<file path="src/rtl/serial_add_ctrl.sv">
// Bit-serial adder with valid/ready handshakes on both sides.
// One full-adder stage consumes one operand bit per cycle, LSB first.
module serial_add_ctrl #(
    parameter int WIDTH = 8
) (
    input  logic             clk,
    input  logic             rst_n,
    input  logic             in_valid,
    output logic             in_ready,
    input  logic [WIDTH-1:0] a,
    input  logic [WIDTH-1:0] b,
    input  logic             cin,
    output logic             out_valid,
    input  logic             out_ready,
    output logic [WIDTH-1:0] s,
    output logic             cout,
    output logic             busy
);

    localparam int CW = (WIDTH > 1) ? $clog2(WIDTH) : 1;
    localparam logic [CW-1:0] LAST = CW'(WIDTH - 1);

    typedef enum logic [1:0] {IDLE, RUN, DONE} state_t;

    state_t           state;
    logic [WIDTH-1:0] a_sh;
    logic [WIDTH-1:0] b_sh;
    logic [WIDTH-1:0] res;
    logic [WIDTH-1:0] res_nxt;
    logic             carry;
    logic [CW-1:0]    cnt;
    logic             sum_bit;
    logic             carry_nxt;

    assign sum_bit   = a_sh[0] ^ b_sh[0] ^ carry;
    assign carry_nxt = (a_sh[0] & b_sh[0]) | (a_sh[0] & carry) | (b_sh[0] & carry);

    // Sum bits enter from the MSB side so the LSB lands at bit 0 after WIDTH shifts.
    generate
        if (WIDTH == 1) begin : g_res_one
            assign res_nxt = sum_bit;
        end else begin : g_res_wide
            assign res_nxt = {sum_bit, res[WIDTH-1:1]};
        end
    endgenerate

    always_ff @(posedge clk or negedge rst_n) begin
        if (!rst_n) begin
            state     <= IDLE;
            a_sh      <= '0;
            b_sh      <= '0;
            res       <= '0;
            carry     <= 1'b0;
            cnt       <= '0;
            in_ready  <= 1'b1;
            out_valid <= 1'b0;
            busy      <= 1'b0;
        end else begin
            case (state)
                IDLE: begin
                    if (in_valid && in_ready) begin
                        a_sh     <= a;
                        b_sh     <= b;
                        carry    <= cin;
                        res      <= '0;
                        cnt      <= '0;
                        state    <= RUN;
                        in_ready <= 1'b0;
                        busy     <= 1'b1;
                    end
                end
                RUN: begin
                    a_sh  <= a_sh >> 1;
                    b_sh  <= b_sh >> 1;
                    carry <= carry_nxt;
                    res   <= res_nxt;
                    cnt   <= cnt + CW'(1);
                    if (cnt == LAST) begin
                        state     <= DONE;
                        busy      <= 1'b0;
                        out_valid <= 1'b1;
                    end
                end
                DONE: begin
                    // in_ready returns only after the edge that retires the result.
                    if (out_ready) begin
                        state     <= IDLE;
                        out_valid <= 1'b0;
                        in_ready  <= 1'b1;
                    end
                end
                default: begin
                    state     <= IDLE;
                    in_ready  <= 1'b1;
                    out_valid <= 1'b0;
                    busy      <= 1'b0;
                end
            endcase
        end
    end

    assign s    = out_valid ? res : '0;
    assign cout = out_valid & carry;

endmodule

</file>
<file path="config.mk">
export PLATFORM = sky130hd
export DESIGN_NAME = serial_add_ctrl
export DESIGN_NICKNAME = d
export VERILOG_FILES = /design/src/rtl/serial_add_ctrl.sv
export SDC_FILE = /design/constraint.sdc
export NUM_CORES = 1
export LEC_CHECK = 0
export BUFFER_PORTS_ARGS = -buffer_cell sky130_fd_sc_hd__buf_2
export CORE_MARGIN = 2
export CORE_UTILIZATION = 57
export CTS_CLUSTER_DIAMETER = 60
export DETAILED_ROUTE_END_ITERATION = 7
export PLACE_DENSITY = 0.93
export SLEW_MARGIN = 20
export SYNTH_ARGS = -nofsm -noshare
export SYNTH_HDL_FRONTEND = slang
export SYNTH_SLANG_ARGS = --single-unit
</file>
<file path="constraint.sdc">
create_clock -name clk -period 2.5 [get_ports clk]
set_input_delay 0.25 -clock clk [delete_from_list [all_inputs] [get_ports clk]]
set_output_delay 0.25 -clock clk [all_outputs]
set_load 0.02 [all_outputs]
</file>
==> results by group <==
STA
  • Max-slew violation count: 0
  • Final period util: 69.1%
  • Slew headroom: 53.2%
  • Hold Violations, Final: 0
  • Setup violators final: 0
  • Worst-Margin Slew: 0.702 ns
  • Fmax: 0.579 GHz
  • Hold slack final: 0.110 ns
  • Clock Skews: 0.00794 ns
  • TNS Setup: 0 ns
  • Setup ws final: 0.773 ns
  • RSZ-0062 raised after global routing: false
  • Crit path time final: 1.73 ns

Floorplanning
  • Die X: 56.5 microns
  • Initial Utilization: 58.5%
  • Die Height: 56.5 microns
  • CORE AREA: 2690 sq um
  • Total die area: 3200 sq um
  • # rows: 19
  • Ports: 33

Pwr
  • Total power: 1.88 mW
  • Peak supply drop: 0.741 mV
  • LEAKAGE: 0.858 nW
  • Pwr per Cell Area: 1050 nW/um^2

Synthesis
  • Yosys cell types: 26
  • Number of cells produced by synthesis: 142
  • Sequential area share after synthesis: 52.6%
  • Netlist Area Pre-Place: 1570 sq um
  • Mean Syn Cell Area: 11.1 sq um
  • Syn. warnings: 0
  • Flops & latches, synth: 33
  • Syn_nets: 166

Cells and area
  • Fin area: 1790 sq um
  • Net count, final: 201
  • Commonest cells after routing, fill and taps aside: dfrtp_1, buf_2, o21ai_0, mux2i_1, a22o_1
  • Area grow syn2layout: 14.1%
  • Share of layout cells above drive strength 1: 26.6%
  • Fillcell total: 214
  • # diodes: 0

Clock tree
  • Cts hold-fix bufs: 1
  • CTS buffer count: 5
  • # Post-CTS Setup Buffers: 0
  • H-tree levels: 2
  • PostCTS Resize Cnt: 0
  • Worst-path clk slew: 0.09 ns
  • Max clock buf depth: 2
  • Clock sink count: 33
  • Later-pin clock latency in the skew report: 0.34 ns
  • Clock root buffer: clkbuf_4
  • CTS tree: yes

Job
  • Number of max-cap violations: 0

Worst setup path
  • Critical path's largest stage delay: 0.58 ns
  • CP Capture Type: flip-flop
  • Top delay family on crit path: flip-flops
  • CP dominant cell by count: buf_4
  • Critical path, cell by cell: a21oi_2 -> buf_4 -> or2_1 -> buf_4 -> o21ai_0
  • Crit Path Category: flip-flop to flip-flop
  • Required time worst endpoint: 2.75 ns
  • Critical path arrival: 1.98 ns
  • Buffers & Inverters on Critical Path: 2
  • Worst path slowest cell: dfstp_2
  • Register-to-register setup slack: 0.77 ns
  • Worst-path fanout max: 16
  • Crit path launch type: flip-flop

Global route
  • Largest net degree at the start of global routing: 34
  • First-pass GRT wire length: 5340 microns
  • Vias in the first global route: 1,180
  • GRT Total Usage: 22.3%
  • Total gr overflow: 0
  • Initial antenna violation count: 0

Placed design
  • IO buf count: 32
  • Final Wtd Congestion: 0.767
  • Setup WS pre-CTS: 0.778 ns
  • Detailed placer's ending HPWL: 2160 microns
  • Cell area after placement: 1730 sq um

Routing
  • First-pass DRT Iterations: 4
  • Total Wirelength: 3020 microns
  • DR vias: 1,186
  • Routed vias/inst: 5.70
  • DR iter-0 viols: 40
  • Post-route ant nets: 0
  • Drt wl/cell: 14.5 microns
  • DRC violations left: 0

Outcome
  • Status: completed

Hold path
  • Hold Path Class: input pin to flip-flop
## state kept, by name, indices dropped and copies added (netlist names)
register   count
cnt            3
res            8
a_sh           8
busy           1
in_ready       1
state          2
out_valid      1
b_sh           8
carry          1
## kinds of logic after synthesis
logic type               synth area share (%)
AO/OA/AOI/OAI                            19.8
adder cells (fa/ha/maj)                  2.86
buffers and inverters                    6.76
flip-flops                               52.6
multiplexers                             11.0
AND/OR/NAND/NOR                          7.00
## stage by stage
| step | cells | utilization [%] |
|---|---|---|
| 6_report | 208 | 66.8 |
| 5_1_grt | 208 | 66.8 |
| 4_1_cts | 208 | 66.8 |
| 3_5_place_dp | 200 | 64.4 |
| 3_3_place_gp | 200 | 64.4 |
| 2_1_floorplan | 142 | - |
## metal layers
metal  up-vias  wire length [microns]  global-route usage [%]
li1        570                      -                       -
met1       569                   1270                    27.1
met2        39                   1530                    37.0
met3         8                    152                    5.07
met4         0                     68                    11.2
met5         -                      0                       0
## layout make-up
class / instances / area [sq um] / share of cell area [%]
multi-input cells: 92 / 639 / 35.6
clock buffers: 7 / 55.1 / 3.07
well taps: 31 / 38.8 / 2.16
inverters: 7 / 26.3 / 1.46
repair buffers: 38 / 208 / 11.6
flip-flops and latches: 33 / 827 / 46.1
## path summary, 6_finish.rpt
check	startpoint	depth (start not counted)	endpoint
min reg2reg	busy	2	busy
max reg2reg	in_ready	5	b_sh[6]
max in group asynchronous	rst_n	2	b_sh[3]
min in group asynchronous	rst_n	2	res[6]
min	out_ready	2	state[1]
max	in_ready	5	b_sh[6]
## cell usage after synthesis (all sizes together)
| cell type | n | area (sq um) |
|---|---|---|
| a22oi | 2 | 15.0 |
| or2 | 1 | 6.26 |
| and2b | 1 | 7.51 |
| nor2 | 5 | 18.8 |
| mux2 | 2 | 22.5 |
| and2 | 8 | 50.1 |
| dfrtp | 32 | 801 |
| o22a | 1 | 8.76 |
| o31ai | 1 | 7.51 |
| clkbuf | 3 | 11.3 |
| o21ai | 33 | 165 |
| buf | 7 | 68.8 |
| dfstp | 1 | 26.3 |
| o32ai | 1 | 8.76 |
| a21oi | 3 | 18.8 |
| inv | 7 | 26.3 |
| and3b | 1 | 8.76 |
| a22o | 10 | 87.6 |
| mux2i | 15 | 150 |
| ha | 2 | 25.0 |
| nand2 | 5 | 18.8 |
| fa | 1 | 20.0 |
## power by group
group / internal [mW] / switching [mW]
sequential: 0.732 / 0.134
clock: 0.133 / 0.171
combinational: 0.324 / 0.387
total: 1.19 / 0.692
Power figures use the tool's default switching activity.
